--- src/rtl/alu_ctrl_seq_pkg.sv ---
`default_nettype none
// ============================================================================
// Module  : alu_ctrl_pkg
// Brief   : ALU-control encodings, op/funct codes, FSM state type and decoder.
//           Define ALU_CTRL_DIV_EN to decode funct 011010 as a multi-cycle DIV.
// Revision: 1.0 - initial release
// ============================================================================
package alu_ctrl_pkg;

    localparam logic [3:0] c_selAdd  = 4'b0000;
    localparam logic [3:0] c_selSub  = 4'b0001;
    localparam logic [3:0] c_selSrl  = 4'b0010;
    localparam logic [3:0] c_selJr   = 4'b0011;
    localparam logic [3:0] c_selAnd  = 4'b0100;
    localparam logic [3:0] c_selOr   = 4'b0101;
    localparam logic [3:0] c_selSlt  = 4'b0110;
    localparam logic [3:0] c_selSll  = 4'b0111;
    localparam logic [3:0] c_selMult = 4'b1000;
    localparam logic [3:0] c_selDiv  = 4'b1001;
    localparam logic [3:0] c_selMfhi = 4'b1010;
    localparam logic [3:0] c_selMflo = 4'b1011;

    localparam logic [2:0] c_opRType = 3'b000;
    localparam logic [2:0] c_opOr    = 3'b001;
    localparam logic [2:0] c_opAddA  = 3'b010;
    localparam logic [2:0] c_opAddB  = 3'b011;
    localparam logic [2:0] c_opSub   = 3'b100;
    localparam logic [2:0] c_opJr    = 3'b101;
    localparam logic [2:0] c_opAnd   = 3'b110;
    localparam logic [2:0] c_opSlt   = 3'b111;

    localparam logic [5:0] c_fnAdd  = 6'b100000;
    localparam logic [5:0] c_fnSub  = 6'b100010;
    localparam logic [5:0] c_fnSrl  = 6'b000010;
    localparam logic [5:0] c_fnJr   = 6'b001000;
    localparam logic [5:0] c_fnAnd  = 6'b100100;
    localparam logic [5:0] c_fnOr   = 6'b100101;
    localparam logic [5:0] c_fnSlt  = 6'b101010;
    localparam logic [5:0] c_fnSll  = 6'b000000;
    localparam logic [5:0] c_fnMult = 6'b011000;
    localparam logic [5:0] c_fnDiv  = 6'b011010;
    localparam logic [5:0] c_fnMfhi = 6'b010000;
    localparam logic [5:0] c_fnMflo = 6'b010010;

    typedef enum logic [1:0] {
        IDLE     = 2'b00,
        MDU_RUN  = 2'b01,
        MDU_DONE = 2'b10
    } state_t;

    typedef struct packed {
        logic [3:0] sel;
        logic       ill;
        logic       multi;
    } decode_t;

    function automatic decode_t decodeOp(input logic [2:0] aluOP, input logic [5:0] funct);
        decode_t d;
        d.sel   = c_selAdd;
        d.ill   = 1'b0;
        d.multi = 1'b0;
        case (aluOP)
            c_opRType: begin
                case (funct)
                    c_fnAdd:  d.sel = c_selAdd;
                    c_fnSub:  d.sel = c_selSub;
                    c_fnSrl:  d.sel = c_selSrl;
                    c_fnJr:   d.sel = c_selJr;
                    c_fnAnd:  d.sel = c_selAnd;
                    c_fnOr:   d.sel = c_selOr;
                    c_fnSlt:  d.sel = c_selSlt;
                    c_fnSll:  d.sel = c_selSll;
                    c_fnMfhi: d.sel = c_selMfhi;
                    c_fnMflo: d.sel = c_selMflo;
                    c_fnMult: begin
                        d.sel   = c_selMult;
                        d.multi = 1'b1;
                    end
`ifdef ALU_CTRL_DIV_EN
                    c_fnDiv: begin
                        d.sel   = c_selDiv;
                        d.multi = 1'b1;
                    end
`else
                    c_fnDiv:  d.ill = 1'b1;
`endif
                    default:  d.ill = 1'b1;
                endcase
            end
            c_opOr:             d.sel = c_selOr;
            c_opAddA, c_opAddB: d.sel = c_selAdd;
            c_opSub:            d.sel = c_selSub;
            c_opJr:             d.sel = c_selJr;
            c_opAnd:            d.sel = c_selAnd;
            c_opSlt:            d.sel = c_selSlt;
            default:            d.sel = c_selAdd;
        endcase
        return d;
    endfunction

endpackage
`default_nettype wire

--- src/rtl/alu_ctrl_seq_if.sv ---
`default_nettype none
// ============================================================================
// Module  : alu_ctrl_seq_if
// Brief   : Instruction/result bundle between the issuing stage (master) and
//           the ALU-control sequencer (slave).
// Revision: 1.0 - initial release
// ============================================================================
interface alu_ctrl_seq_if #(
    parameter int SEL_W = 4
);
    logic             in_valid;
    logic [5:0]       funct;
    logic [2:0]       aluOP;
    logic             in_ready;
    logic [SEL_W-1:0] aluSel;
    logic             out_valid;
    logic             ill_op;
    logic             mdu_start;
    logic             mdu_done;
    logic             stall;

    modport master (
        output in_valid, funct, aluOP,
        input  in_ready, aluSel, out_valid, ill_op, mdu_start, mdu_done, stall
    );

    modport slave (
        input  in_valid, funct, aluOP,
        output in_ready, aluSel, out_valid, ill_op, mdu_start, mdu_done, stall
    );
endinterface
`default_nettype wire

--- src/rtl/alu_ctrl_seq_mdu_lat_counter.sv ---
`default_nettype none
// ============================================================================
// Module  : mdu_lat_counter
// Brief   : Down-counter timing a multi-cycle op; loads MDU_LAT-1, flags zero.
// Revision: 1.0 - initial release
// ============================================================================
module mdu_lat_counter #(
    parameter int MDU_LAT = 32
) (
    input  wire logic clk,
    input  wire logic rst,
    input  wire logic i_load,
    input  wire logic i_dec,
    output logic      o_zero
);
    localparam int CNT_W = $clog2(MDU_LAT + 1);
    localparam logic [CNT_W-1:0] c_loadVal = CNT_W'(MDU_LAT - 1);
    localparam logic [CNT_W-1:0] c_one     = CNT_W'(1);

    logic [CNT_W-1:0] r_count;

    always_ff @(posedge clk or posedge rst) begin
        if (rst) begin
            r_count <= '0;
        end else if (i_load) begin
            r_count <= c_loadVal;
        end else if (i_dec && (r_count != '0)) begin
            r_count <= r_count - c_one;
        end
    end

    assign o_zero = (r_count == '0);
endmodule
`default_nettype wire

--- src/rtl/alu_ctrl_seq.sv ---
`default_nettype none
// ============================================================================
// Module  : alu_ctrl_seq
// Brief   : Registered ALU-control decoder with a multi-cycle MULT/DIV sequencer.
//           ALU_CTRL_DIV_EN (see alu_ctrl_pkg) enables DIV decoding.
// Revision: 1.0 - initial release
// ============================================================================
module alu_ctrl_seq
    import alu_ctrl_pkg::*;
#(
    parameter int SEL_W   = 4,
    parameter int MDU_LAT = 32
) (
    input wire logic      clk,
    input wire logic      rst,
    alu_ctrl_seq_if.slave bus
);
    state_t           r_state;
    logic [SEL_W-1:0] r_aluSel;
    logic             r_outValid;
    logic             r_illOp;
    logic             r_mduStart;
    logic             r_mduDone;

    decode_t w_dec;
    logic    w_ready;
    logic    w_accept;
    logic    w_load;
    logic    w_countDown;
    logic    w_cntZero;

    // Ready is a pure function of the state so the handshake never depends on inputs.
    assign w_ready     = (r_state != MDU_RUN);
    assign w_accept    = bus.in_valid & w_ready;
    assign w_dec       = decodeOp(bus.aluOP, bus.funct);
    assign w_load      = w_accept & w_dec.multi;
    assign w_countDown = (r_state == MDU_RUN) & ~w_cntZero;

    mdu_lat_counter #(
        .MDU_LAT (MDU_LAT)
    ) u_latCnt (
        .clk    (clk),
        .rst    (rst),
        .i_load (w_load),
        .i_dec  (w_countDown),
        .o_zero (w_cntZero)
    );

    always_ff @(posedge clk or posedge rst) begin
        if (rst) begin
            r_state    <= IDLE;
            r_aluSel   <= '0;
            r_outValid <= 1'b0;
            r_illOp    <= 1'b0;
            r_mduStart <= 1'b0;
            r_mduDone  <= 1'b0;
        end else begin
            r_outValid <= 1'b0;
            r_illOp    <= 1'b0;
            r_mduStart <= 1'b0;
            r_mduDone  <= 1'b0;
            case (r_state)
                MDU_RUN: begin
                    if (w_cntZero) begin
                        r_state    <= MDU_DONE;
                        r_outValid <= 1'b1;
                        r_mduDone  <= 1'b1;
                    end
                end
                // The completion cycle accepts exactly like IDLE, giving back-to-back issue.
                IDLE, MDU_DONE: begin
                    r_state <= IDLE;
                    if (w_accept) begin
                        r_aluSel <= SEL_W'(w_dec.sel);
                        if (w_dec.multi) begin
                            r_state    <= MDU_RUN;
                            r_mduStart <= 1'b1;
                        end else begin
                            r_outValid <= 1'b1;
                            r_illOp    <= w_dec.ill;
                        end
                    end
                end
                default: r_state <= IDLE;
            endcase
        end
    end

    assign bus.in_ready  = w_ready;
    assign bus.stall     = ~w_ready;
    assign bus.aluSel    = r_aluSel;
    assign bus.out_valid = r_outValid;
    assign bus.ill_op    = r_illOp;
    assign bus.mdu_start = r_mduStart;
    assign bus.mdu_done  = r_mduDone;
endmodule
`default_nettype wire

--- src/flat_wrapper.sv ---
// flat-port wrapper written by rule: the top's interface ports become plain ports
module alu_ctrl_seq_flat import alu_ctrl_pkg::*;
#(
    parameter int SEL_W   = 4,
    parameter int MDU_LAT = 32
)
  (clk, rst, bus_in_valid, bus_funct, bus_aluOP, bus_in_ready, bus_aluSel, bus_out_valid, bus_ill_op, bus_mdu_start, bus_mdu_done, bus_stall);
  alu_ctrl_seq_if #(.SEL_W(SEL_W)) bus_i ();
  input wire logic clk;
  input wire logic rst;
  input wire logic [$bits(bus_i.in_valid)-1:0] bus_in_valid;
  input wire logic [$bits(bus_i.funct)-1:0] bus_funct;
  input wire logic [$bits(bus_i.aluOP)-1:0] bus_aluOP;
  output wire logic [$bits(bus_i.in_ready)-1:0] bus_in_ready;
  output wire logic [$bits(bus_i.aluSel)-1:0] bus_aluSel;
  output wire logic [$bits(bus_i.out_valid)-1:0] bus_out_valid;
  output wire logic [$bits(bus_i.ill_op)-1:0] bus_ill_op;
  output wire logic [$bits(bus_i.mdu_start)-1:0] bus_mdu_start;
  output wire logic [$bits(bus_i.mdu_done)-1:0] bus_mdu_done;
  output wire logic [$bits(bus_i.stall)-1:0] bus_stall;
  assign bus_i.in_valid = bus_in_valid;
  assign bus_i.funct = bus_funct;
  assign bus_i.aluOP = bus_aluOP;
  assign bus_in_ready = bus_i.in_ready;
  assign bus_aluSel = bus_i.aluSel;
  assign bus_out_valid = bus_i.out_valid;
  assign bus_ill_op = bus_i.ill_op;
  assign bus_mdu_start = bus_i.mdu_start;
  assign bus_mdu_done = bus_i.mdu_done;
  assign bus_stall = bus_i.stall;
  alu_ctrl_seq #(.SEL_W(SEL_W), .MDU_LAT(MDU_LAT)) u_core (.clk(clk), .rst(rst), .bus(bus_i));
endmodule
--- config.mk ---
export PLATFORM = sky130hd
export DESIGN_NAME = alu_ctrl_seq_flat
export DESIGN_NICKNAME = d
export VERILOG_FILES = /design/src/rtl/alu_ctrl_seq_pkg.sv /design/src/rtl/alu_ctrl_seq_if.sv /design/src/rtl/alu_ctrl_seq_mdu_lat_counter.sv /design/src/rtl/alu_ctrl_seq.sv /design/src/flat_wrapper.sv
export SDC_FILE = /design/constraint.sdc
export NUM_CORES = 1
export LEC_CHECK = 0
export ABC_AREA = 1
export BUFFER_PORTS_ARGS = -buffer_cell sky130_fd_sc_hd__buf_2
export CORE_MARGIN = 2
export CORE_UTILIZATION = 56
export DETAILED_ROUTE_END_ITERATION = 10
export PLACE_DENSITY = 0.82
export SYNTH_ARGS = -nofsm -noshare
export SYNTH_HDL_FRONTEND = slang
export SYNTH_SLANG_ARGS = --single-unit
--- constraint.sdc ---
create_clock -name clk -period 3.1 [get_ports clk]
set_input_delay 0.465 -clock clk [delete_from_list [all_inputs] [get_ports clk]]
set_output_delay 0.465 -clock clk [all_outputs]
set_load 0.01 [all_outputs]
Word-level counts from Yosys, hierarchy flattened
Cells that the tools add are included.
{"block": "word_totals", "regBits": 16, "inputBits": 12, "output_inout_bits": 10, "elab_cells": 67}
{"block": "op_classes", "addsub": 1, "n_eq_ne": 21, "mux": 22, "n_bitwise": 5, "n_reduce_logical": 11}
{"cell": "one-hot mux 4 bit (10 select lines)", "count": 1}
{"cell": "equality test 6 bit, second input constant", "count": 5}
{"cell": "one-hot mux 4 bit (7 select lines)", "count": 1}
{"cell": "equality test 6 x 5 -> 1 bit, second input constant", "count": 3}
{"cell": "2-to-1 mux 1 bit", "count": 13}
{"cell": "equality test 3 bit, second input constant", "count": 4}
{"cell": "logical NOT 6 bit", "count": 2}
{"cell": "2-to-1 mux 6 bit", "count": 2}
{"cell": "OR reduction 11 bit", "count": 1}
{"cell": "equality test 3 x 2 -> 1 bit, second input constant", "count": 2}
{"cell": "equality test 6 x 2 -> 1 bit, second input constant", "count": 1}
{"cell": "equality test 6 x 4 -> 1 bit, second input constant", "count": 1}
{"cell": "2-to-1 mux 2 bit", "count": 3}
{"cell": "nonzero test 6 bit", "count": 1}
{"cell": "subtractor 6 x 1 -> 6 bit, second input constant", "count": 1}
{"cell": "inequality test 2 x 1 -> 1 bit, second input constant", "count": 2}
{"cell": "one-hot mux 2 bit (2 select lines)", "count": 1}
{"cell": "OR reduction 2 bit", "count": 2}
{"cell": "bitwise AND 1 bit", "count": 3}
{"cell": "equality test 3 x 1 -> 1 bit, second input constant", "count": 1}
{"cell": "logical NOT 3 bit", "count": 1}
{"cell": "equality test 2 x 1 -> 1 bit, second input constant", "count": 1}
{"cell": "equality test 2 bit, second input constant", "count": 1}
{"cell": "logical NOT 2 bit", "count": 1}
{"cell": "other kinds (5)", "count": 6}

Longest topological paths before layout
{"block": "logic_depth", "depth_word": 7, "depth_mapped": 8, "ltp_nobuf": 8}

Cells and area by module
Synthesis repeated with hierarchy kept, for this count alone.
{"block": "hier_totals", "hier_cells": 146, "hier_area_um2": 1066.0}
{"mod": "alu_ctrl_seq", "instances": 1, "cells_per_inst": 90, "area_per_inst_um2": 659.4, "seq_area_each_um2": 250.2}
{"mod": "mdu_lat_counter", "instances": 1, "cells_per_inst": 56, "area_per_inst_um2": 406.6, "seq_area_each_um2": 150.1}

Worst setup path after synthesis
OpenSTA, ideal clock, no wires.
{"block": "synth_timing", "kind": "reg-to-reg", "start": "register u_core.u_latCnt.r_count[0]", "end": "register u_core.u_latCnt.r_count[5]", "setup_ns": 0.127, "t_arrival_ns": 1.287, "required_time_ns": 2.973, "path_slack_ns": 1.686, "stages_incl_launch_ff": 8, "path_buffers": 0, "period_less_slack_ns": 1.414, "cell_sequence": "dfrtp_1 inv_1 ha_1 nand4_1 nand2_1 inv_1 nand3_1 o21ai_0"}
{"block": "synth_between", "elab_chain_len": 5, "elab_cells_between_ends": 9, "classes_between": "add/sub (1); mux (2); bitwise (2); reduce/logical (4)"}
{"item": "start: declaration", "line_no": "alu_ctrl_seq_mdu_lat_counter.sv:20", "rtl": "logic [CNT_W-1:0] r_count;"}
{"item": "start signal: assignment", "line_no": "alu_ctrl_seq_mdu_lat_counter.sv:26", "rtl": "r_count <= c_loadVal;"}
{"item": "start signal: assignment", "line_no": "alu_ctrl_seq_mdu_lat_counter.sv:28", "rtl": "r_count <= r_count - c_one;"}
{"item": "branches (longest 5 deep; another with subtractor 6 x 1 -> 6 bit)"}
Parallel ways; which one is timed is not known. The select of a mux whose other input is x is not followed.
A chain may end at the register's enable or synchronous reset.

Worst setup path in the final report
{"block": "layout_timing", "start": "register u_core.u_latCnt.r_count[0]", "end": "register u_core.u_latCnt.r_count[2]"}
Same word-level chain as after synthesis.

==> flow_metrics.py <==
metrics = {
    "clock_tree": {
        "cts-root-buf": "clkbuf_4",
        "postCtsResizedCells": 0,
        "cts.sinks": 16,
        "holdBufCountCts": 0,
        "cts_htree_levels": 1,
        "cts_tree": "yes",
        "cts_made_buffers": 3,
        "post_cts.repair.setup_buffers": 0,
        "clk_pin_slew_worst_paths_ps": 90,
        "cts_buffer_depth": 2,
        "clk_latency_ps": 290,
    },
    "worst_setup_path": {
        "r2r_slack_ps": 1490,
        "required_ps": 3280,
        "crit-reg2reg-capture": "u_core.u_latCnt.r_count[2]",
        "worstSetupStartpointType": "flip-flop",
        "crit_start": "u_core.u_latCnt.r_count[0]",
        "worstPathMaxFanout": 6,
        "arrival_ps": 1780,
        "reg2regPathDepth": 7,
        "rr_startpoint": "u_core.u_latCnt.r_count[0]",
        "cp-end-kind": "flip-flop",
        "crit_type": "flip-flop to flip-flop",
    },
    "power_and_ir_drop": {
        "totalPowerFinal_mw": 0.390,
        "p_per_area_mw_per_mm2": 351,
        "power.leakage_nw": 0.617,
        "peakVddDrop_mv": 0.219,
    },
    "finish": {
        "syn2layout_area_growth_pct": 15.3,
        "fillers": 127,
        "fin_area_mm2": 0.00111,
        "diodes": 0,
        "drive_gt1_share_pct": 23.5,
        "num-nets-final": 168,
    },
    "logic_synthesis": {
        "synth_edf_count": 0,
        "ys_top_cells_by_area": "dfrtp_1, nand2_1, nand3_1",
        "synth-seq-cells": 16,
        "yosysWarnings": 0,
        "synthArstFlopShare_pct": 100,
        "synth.distinct_cells": 22,
        "synth_top_area_cell": "dfrtp_1",
        "syn-instance-count": 129,
        "ys_top_cells_by_count": "nand2_1, inv_1, nand3_1, dfrtp_1, nor2_1",
        "synth_most_common_cell": "nand2_1",
        "synth_flop_cell": "dfrtp_1",
        "syn_area_per_cell_um2": 7.47,
        "syn_nets": 142,
        "synth.cell_area_um2": 963,
        "synth_top_area_share_pct": 41.6,
        "ys_seq_area_share_pct": 41.6,
    },
    "timing": {
        "fmax_mhz": 622,
        "tightest_slew_ps": 592,
        "clock_skew_ps": 4.89,
        "setup_viol": 0,
        "worst_slack_ps": 1490,
        "finalCriticalPeriod_ps": 1610,
        "rsz0062_at_grt": "false",
        "fin_crit_sh_pct": 51.8,
        "slew_violations": 0,
        "hold_viol_final": 0,
        "tns_ps": 0,
        "max-slew-margin-rel_pct": 60.5,
    },
    "floorplan": {
        "dieArea_mm2": 0.00207,
        "core-area_mm2": 0.00156,
        "io_pins": 22,
        "core.rowCount": 14,
        "die_w_um": 45.5,
        "die_y_um": 45.5,
        "initial_core_util_pct": 61.8,
    },
    "status": {
        "outcome": "finished, final reports clean",
    },
    "drt": {
        "vias": 923,
        "remaining_drc_errors": 0,
        "drt_pass1_iterations": 4,
        "drt_wl_total_um": 2070,
        "via_per_inst": 5.46,
        "postRouteAntennaNets": 0,
        "drt_iter0_markers": 28,
        "wire_per_inst_um": 12.3,
    },
    "place": {
        "io_buffers": 21,
        "postPlaceCellArea_mm2": 0.00109,
        "place_ws_ps": 1530,
        "place_hpwl_um": 1570,
        "place_congestion": 0.865,
    },
    "global_route": {
        "grt_use_total_pct": 23.1,
        "antenna_found_initial": 0,
        "grt_max_degree": 17,
        "first_global_vias": 830,
        "overflow": 0,
        "grt_pass1_wl_um": 3420,
    },
    "run": {
        "drv_cap": 0,
    },
    "min_path": {
        "min_path_type": "input port to asynchronous set/reset pin",
    },
}
-- stage by stage --
| step | hold slack (ps) | cells | utilization, % |
|---|---|---|---|
| 2_1_floorplan | 379 | 129 | - |
| 3_3_place_gp | 457 | 166 | 69.8 |
| 3_5_place_dp | 477 | 166 | 69.8 |
| 4_1_cts | 244 | 169 | 71.3 |
| 5_1_grt | 275 | 169 | 71.3 |
| 6_report | 223 | 169 | 71.3 |
-- power breakdown --
group	internal, mW	switching [mW]
logic	0.0229	0.0401
registers	0.215	0.00318
clock network	0.0452	0.0636
total	0.283	0.107
-- worst max-delay path, stage by stage, from the launching register on --
cell and delay (ps):
dfrtp_1 380, inv_1 130, ha_1 270, nand4_1 200
nand2_1 240, inv_1 120, nand3_1 80, nand3_1 80
-- worst max-delay path by stage --
stage	to	slack, ps	depth (start not counted)
after floorplan	u_core.u_latCnt.r_count[5]	1690	7
after global placement	u_core.u_latCnt.r_count[5]	1590	7
after detailed placement	u_core.u_latCnt.r_count[2]	1530	7
after CTS	u_core.u_latCnt.r_count[2]	1510	7
after global routing	u_core.u_latCnt.r_count[5]	1320	7
final	u_core.u_latCnt.r_count[2]	1490	7
-- flip-flops by register name, indices dropped and copies added (netlist names) --
register and flops:
u_core.bus.ill_op 1, u_core.bus.aluSel 4, u_core.bus.mdu_start 1, u_core.bus.out_valid 1, u_core.u_latCnt.r_count 6, u_core.bus.mdu_done 1
u_core.r_state 2
-- layer usage --
layer | global-route usage (%) | up-vias | share of wire, %
met4 | 8.82 | 0 | 1.7
met1 | 29.8 | 410 | 46
met2 | 37.7 | 39 | 46
met3 | 4.76 | 6 | 5.9
li1 | - | 468 | -
met5 | 0 | - | 0
-- cell families after synthesis --
| kind of cell | synth area share, % |
|---|---|
| and+or+nand+nor | 38.8 |
| buffers and inverters | 8.57 |
| DFF | 41.6 |
| AOI/OAI and AO/OA | 7.92 |
| xor gates and xnor gates | 1.82 |
| adders and majority gates | 1.30 |
-- placed cells by master (no fill, tap or decap) --
master | Yosys | final
xor2_1 | 1 | 1
nand4_1 | 7 | 7
o21bai_1 | 1 | 1
clkbuf_4 | 0 | 3
nand3_1 | 17 | 17
inv_2 | 2 | 2
xnor2_1 | 1 | 1
nor2_2 | 3 | 3
o22ai_1 | 1 | 1
o211ai_1 | 2 | 2
nand2_4 | 2 | 2
nand2_1 | 26 | 26
o21ai_0 | 5 | 5
buf_2 | 0 | 21
nand2_2 | 1 | 1
a21oi_1 | 2 | 2
nand3_2 | 1 | 1
inv_1 | 20 | 20
ha_1 | 1 | 1
o21a_1 | 1 | 1
o21ai_1 | 1 | 1
dfrtp_1 | 16 | 16
nor2_1 | 15 | 15
nor2_4 | 3 | 3
-- cell type report --
type | instances | area (um^2) | area share (%)
flip-flops and latches | 16 | 400 | 36.0
repair buffers | 21 | 105 | 9.46
multi-input cells | 91 | 480 | 43.2
well taps | 16 | 20.0 | 1.80
clock buffers | 3 | 22.5 | 2.03
inverters | 22 | 82.6 | 7.43
(Power assumes the default switching activity.)
